--- config.mk ---
export PLATFORM = sky130hd
export DESIGN_NAME = uart_transceiver
export DESIGN_NICKNAME = d
export VERILOG_FILES = /design/src/rtl/uart_transceiver.sv
export SDC_FILE = /design/constraint.sdc
export NUM_CORES = 1
export LEC_CHECK = 0
export BUFFER_PORTS_ARGS = -buffer_cell sky130_fd_sc_hd__buf_2
export CAP_MARGIN = 20
export CELL_PAD_IN_SITES_DETAIL_PLACEMENT = 0
export CELL_PAD_IN_SITES_GLOBAL_PLACEMENT = 1
export CORE_MARGIN = 4
export CORE_UTILIZATION = 33
export DETAILED_ROUTE_END_ITERATION = 10
export GPL_ROUTABILITY_DRIVEN = 0
export PLACE_DENSITY_LB_ADDON = 0.15
export SYNTH_ARGS = -nofsm -noshare
export SYNTH_HDL_FRONTEND = slang
export SYNTH_SLANG_ARGS = --single-unit
--- constraint.sdc ---
create_clock -name clk -period 4.7 [get_ports clk]
set_input_delay 0.47 -clock clk [delete_from_list [all_inputs] [get_ports clk]]
set_output_delay 0.47 -clock clk [all_outputs]
set_load 0.005 [all_outputs]
--- src/rtl/uart_transceiver.sv ---
// Full-duplex 8-bit UART with even parity: independent transmit and receive engines on one clock.
// Frame: start(0), d0..d7 LSB first, even parity, stop(1); each bit lasts CLKS_PER_BIT clocks.
module uart_transceiver #(
  parameter int CLKS_PER_BIT = 104
) (
  input  logic       clk,
  input  logic       rst_n,
  input  logic       s1,
  input  logic       s0,
  input  logic       run,
  input  logic [7:0] din,
  output logic [7:0] dout,
  output logic       tx,
  input  logic       rx,
  output logic       done,
  output logic       err
);

  localparam int CW = $clog2(CLKS_PER_BIT + 1);
  localparam logic [CW-1:0] BIT_LAST  = CW'(CLKS_PER_BIT - 1);
  localparam logic [CW-1:0] HALF_LAST = CW'((CLKS_PER_BIT / 2) - 1);

  typedef enum logic [2:0] {
    S_IDLE   = 3'd0,
    S_START  = 3'd1,
    S_DATA   = 3'd2,
    S_PARITY = 3'd3,
    S_STOP   = 3'd4
  } state_t;

  function automatic logic even_par(input logic [7:0] d);
    return ^d;
  endfunction

  // Modes 01/10 enable the transmitter, 01/11 enable the receiver.
  logic tx_en;
  logic rx_en;
  assign tx_en = s1 ^ s0;
  assign rx_en = s0;

  state_t          tx_state_q;
  logic [CW-1:0]   tx_cnt_q;
  logic [2:0]      tx_bit_q;
  logic [7:0]      tx_shift_q;
  logic            tx_par_q;
  logic            tx_q;
  logic            run_q;
  logic            run_prev_q;
  logic            run_rise;

  assign run_rise = run_q & ~run_prev_q;

  // Transmit engine: run edge detection, frame sequencing and registered tx line.
  always_ff @(posedge clk or negedge rst_n) begin
    if (!rst_n) begin
      tx_state_q <= S_IDLE;
      tx_cnt_q   <= '0;
      tx_bit_q   <= 3'd0;
      tx_shift_q <= 8'h00;
      tx_par_q   <= 1'b0;
      tx_q       <= 1'b1;
      run_q      <= 1'b0;
      run_prev_q <= 1'b0;
    end else begin
      run_q      <= run;
      run_prev_q <= run_q;
      case (tx_state_q)
        S_IDLE: begin
          tx_q     <= 1'b1;
          tx_cnt_q <= '0;
          tx_bit_q <= 3'd0;
          if (run_rise && tx_en) begin
            tx_shift_q <= din;
            tx_par_q   <= even_par(din);
            tx_q       <= 1'b0;
            tx_state_q <= S_START;
          end
        end
        S_START: begin
          if (tx_cnt_q == BIT_LAST) begin
            tx_cnt_q   <= '0;
            tx_q       <= tx_shift_q[0];
            tx_state_q <= S_DATA;
          end else begin
            tx_cnt_q <= tx_cnt_q + 1'b1;
          end
        end
        S_DATA: begin
          if (tx_cnt_q == BIT_LAST) begin
            tx_cnt_q <= '0;
            if (tx_bit_q == 3'd7) begin
              tx_bit_q   <= 3'd0;
              tx_q       <= tx_par_q;
              tx_state_q <= S_PARITY;
            end else begin
              tx_bit_q   <= tx_bit_q + 3'd1;
              tx_shift_q <= {1'b0, tx_shift_q[7:1]};
              tx_q       <= tx_shift_q[1];
            end
          end else begin
            tx_cnt_q <= tx_cnt_q + 1'b1;
          end
        end
        S_PARITY: begin
          if (tx_cnt_q == BIT_LAST) begin
            tx_cnt_q   <= '0;
            tx_q       <= 1'b1;
            tx_state_q <= S_STOP;
          end else begin
            tx_cnt_q <= tx_cnt_q + 1'b1;
          end
        end
        S_STOP: begin
          if (tx_cnt_q == BIT_LAST) begin
            tx_cnt_q   <= '0;
            tx_state_q <= S_IDLE;
          end else begin
            tx_cnt_q <= tx_cnt_q + 1'b1;
          end
          tx_q <= 1'b1;
        end
        default: begin
          tx_state_q <= S_IDLE;
          tx_cnt_q   <= '0;
          tx_q       <= 1'b1;
        end
      endcase
    end
  end

  logic rx_meta_q;
  logic rx_sync_q;
  logic rx_prev_q;
  logic rx_fall;

  assign rx_fall = rx_prev_q & ~rx_sync_q;

  // Two-flop synchroniser for the asynchronous rx line plus a delayed copy for edge detection.
  always_ff @(posedge clk or negedge rst_n) begin
    if (!rst_n) begin
      rx_meta_q <= 1'b1;
      rx_sync_q <= 1'b1;
      rx_prev_q <= 1'b1;
    end else begin
      rx_meta_q <= rx;
      rx_sync_q <= rx_meta_q;
      rx_prev_q <= rx_sync_q;
    end
  end

  state_t          rx_state_q;
  logic [CW-1:0]   rx_cnt_q;
  logic [2:0]      rx_bit_q;
  logic [7:0]      rx_shift_q;
  logic            rx_par_q;
  logic [7:0]      dout_q;
  logic            done_q;
  logic            err_q;

  // Receive engine: mid-bit sampling; the start bit is re-checked at its midpoint to reject glitches.
  always_ff @(posedge clk or negedge rst_n) begin
    if (!rst_n) begin
      rx_state_q <= S_IDLE;
      rx_cnt_q   <= '0;
      rx_bit_q   <= 3'd0;
      rx_shift_q <= 8'h00;
      rx_par_q   <= 1'b0;
      dout_q     <= 8'h00;
      done_q     <= 1'b0;
      err_q      <= 1'b0;
    end else begin
      done_q <= 1'b0;
      case (rx_state_q)
        S_IDLE: begin
          rx_cnt_q <= '0;
          rx_bit_q <= 3'd0;
          if (rx_en && rx_fall) begin
            rx_state_q <= S_START;
          end
        end
        S_START: begin
          if (rx_cnt_q == HALF_LAST) begin
            rx_cnt_q <= '0;
            if (!rx_sync_q) begin
              err_q      <= 1'b0;
              rx_state_q <= S_DATA;
            end else begin
              rx_state_q <= S_IDLE;
            end
          end else begin
            rx_cnt_q <= rx_cnt_q + 1'b1;
          end
        end
        S_DATA: begin
          if (rx_cnt_q == BIT_LAST) begin
            rx_cnt_q   <= '0;
            rx_shift_q <= {rx_sync_q, rx_shift_q[7:1]};
            if (rx_bit_q == 3'd7) begin
              rx_bit_q   <= 3'd0;
              rx_state_q <= S_PARITY;
            end else begin
              rx_bit_q <= rx_bit_q + 3'd1;
            end
          end else begin
            rx_cnt_q <= rx_cnt_q + 1'b1;
          end
        end
        S_PARITY: begin
          if (rx_cnt_q == BIT_LAST) begin
            rx_cnt_q   <= '0;
            rx_par_q   <= rx_sync_q;
            rx_state_q <= S_STOP;
          end else begin
            rx_cnt_q <= rx_cnt_q + 1'b1;
          end
        end
        S_STOP: begin
          if (rx_cnt_q == BIT_LAST) begin
            rx_cnt_q   <= '0;
            dout_q     <= rx_shift_q;
            done_q     <= 1'b1;
            err_q      <= (even_par(rx_shift_q) ^ rx_par_q) | ~rx_sync_q;
            rx_state_q <= S_IDLE;
          end else begin
            rx_cnt_q <= rx_cnt_q + 1'b1;
          end
        end
        default: begin
          rx_state_q <= S_IDLE;
          rx_cnt_q   <= '0;
        end
      endcase
    end
  end

  assign tx   = tx_q;
  assign dout = dout_q;
  assign done = done_q;
  assign err  = err_q;

endmodule

==> results.yml <==
status:
  status: "finished clean"
global_route:
  track_usage_pct: 11.9
  grt-ovfl-total: 0
  grt_pass1_vias: 1938
  grt_pass1_wl_um: 9580
  grt_start_max_net_pins: 33
  antenna_found_initial: 0
clocking:
  clockBufferDepth: 2
  cts_hold_buf: 0
  cts_made_buffers: 9
  cts_resized: 0
  cts.htree.levels: 3
  cts.sinks: 60
  insertion_delay_ns: 0.33
  post-cts-setup-buffers: 0
  cts_root_buffer: "clkbuf_8"
  clk_pin_slew_ns: 0.07
  cts_tree: "built"
sta:
  skew_ns: 0.00752
  slew_viol_final: 0
  relSlewSlack_pct: 47.2
  whs_ns: 0.174
  max_freq_mhz: 442
  finalCritPeriodShare_pct: 48.1
  tightest_slew_ns: 0.788
  finalHoldViolCount: 0
  rsz0062_at_grt: "no"
  period_needed_ns: 2.26
  setup_viol: 0
  finalSetupTns_ns: 0
routing:
  routed_wl_um: 5470
  drcViolationCount: 0
  drtIter0Drc: 54
  vias_per_cell: 4.80
  avgRoutedWirePerCell_um: 14.2
  vias: 1849
  ant_nets: 0
  dr.pass1.iters: 6
setup_path:
  critPathCaptureType: "flop"
  cp_max_fo: 11
  critical_path_class: "reg2reg"
  worst_ep_arrival_time_ns: 2.48
  r2r_slack_ns: 2.44
  startpoint_type: "flop"
  cp.required_ns: 4.92
synth:
  netlist_area_um2: 2940
  synth-warning-count: 0
  synth.area.top_cells: "dfrtp_1 (48%), mux2_2 (12%), xnor2_1 (5.1%)"
  synthCells: 246
  synth_cell_types: 49
  ys_seq_elements: 60
  seq_area_frac_synth_pct: 51.2
  synth_nets: 267
  synthTopCellsByCount: "dfrtp_1 (56), mux2_2 (32), nor2_1 (21)"
  synth_flop_cell: "dfrtp_1"
  synthArstFlopShare_pct: 100
  yosysMostFrequentCell: "dfrtp_1"
  yosys.area.top_type_share_pct: 47.7
  synth_edf_count: 0
  yosysTopAreaCell: "dfrtp_1"
  avgSynthCellArea_um2: 12.0
floorplanning:
  die-area_um2: 10500
  die_y_um: 102
  die_w_um: 102
  fp-row-count: 34
  ios: 25
  coreArea_um2: 8680
  start_util_pct: 33.9
place:
  port-buffer-count: 24
  dp_hpwl_um: 3810
  placed_cells: 369
finish:
  fillers: 878
  nNetsFinal: 293
  fin_cells: 385
  area_growth_syn_to_layout_pct: 13.1
  antenna_cells: 0
  regArea_um2: 1510
  multi_input_area_um2: 1360
  drive_above_1_share_pct: 30.7
pwr:
  peakVddDrop_v: 0.000162
  p_per_area_nw_per_um2: 411
  finalPower_uw: 1370
  leakagePower_uw: 0.00151
job:
  maxCapViolCount: 0
min_path:
  holdCritPathClass: "in2async"
==> cells by family after synthesis <==
group / count (synthesis) / synth area share, %
AO/OA/AOI/OAI: 31 / 7.36
adder cells (fa/ha/maj): 7 / 2.98
XOR/XNOR: 27 / 8.51
flip-flops: 60 / 51.2
AND/OR/NAND/NOR: 74 / 14.5
buffers and inverters: 14 / 2.38
multiplexers: 33 / 13.0
==> through the flow <==
| stage | setup WS, ns | cell area [um^2] | utilization [%] |
|---|---|---|---|
| finish | 2.44 | 3330 | 38.3 |
| global route | 2.25 | 3330 | 38.3 |
| CTS | 2.41 | 3330 | 38.3 |
| detailed placement | 2.44 | 3150 | 36.3 |
| global placement | 2.47 | 3150 | 36.3 |
| floorplan | 2.90 | 2940 | - |
==> power breakdown <==
part,total [uW],leakage [uW],switching (uW),internal [uW]
registers,699,0.000769,91.0,608
clock network,414,0.0000738,209,205
logic,256,0.000669,123,133
==> area by class of cell <==
class,instances,area share [%]
clock buffer,11,4.25
clock inverter,5,1.13
inverter,4,0.451
multi-input combinational,172,41.0
sequential,60,45.3
tap,108,4.06
timing repair buffer,25,3.84
==> cell usage in the layout, fill, tap and decap left out, types with 5 or more instances in the layout <==
| cell type | n |
|---|---|
| buf_2 | 24 |
| clkinvlp_4 | 5 |
| nand2b_1 | 5 |
| nand4_1 | 6 |
| clkbuf_8 | 10 |
| nand2_1 | 7 |
| xor2_1 | 9 |
| dfrtp_1 | 56 |
| nand3_1 | 8 |
| mux2_2 | 32 |
| nor2_1 | 21 |
| xnor2_1 | 17 |
| o21ai_0 | 8 |
| ha_1 | 7 |
==> state kept, by name, summed over array words and instances (netlist names) <==
register    cells
dout            8
rx_shift_q      8
tx_shift_q      8
rx_cnt_q        7
tx_cnt_q        7
rx_bit_q        3
rx_state_q      3
tx_bit_q        3
tx_state_q      3
done            1
err             1
run_prev_q      1
run_q           1
rx_meta_q       1
rx_par_q        1
rx_prev_q       1
rx_sync_q       1
tx              1
tx_par_q        1
==> final timing paths <==
path                                        from                        end  cells past startpoint
setup / recovery           rx_cnt_q[0]$_DFF_PN0_  rx_shift_q[6]$_DFFE_PN0P_                      5
hold / removal                             rst_n      tx_cnt_q[6]$_DFF_PN0_                      1
max in group asynchronous                  rst_n        rx_prev_q$_DFF_PN1_                      2
setup reg to reg           rx_cnt_q[0]$_DFF_PN0_  rx_shift_q[6]$_DFFE_PN0P_                      5
min in group clk                              rx        rx_meta_q$_DFF_PN1_                      1
hold reg to reg              rx_meta_q$_DFF_PN1_        rx_sync_q$_DFF_PN1_                      0
==> layer usage <==
layer / routed length, um / GRT usage [%] / vias to the layer above
met2: 2620 / 18.6 / 26
met1: 2580 / 15.0 / 895
li1: - / - / 922
met3: 206 / 4.57 / 6
met4: 68 / 3.94 / 0
met5: 0 / 0 / -
==> critical path, stage by stage, from the launching register on <==
cell	delay (ns)
dfrtp_1	0.39
ha_1	0.20
nand2b_1	0.15
nor2_1	0.52
and3_1	0.51
mux2_2	0.38
No activity file was read; power rests on OpenSTA's default activity.
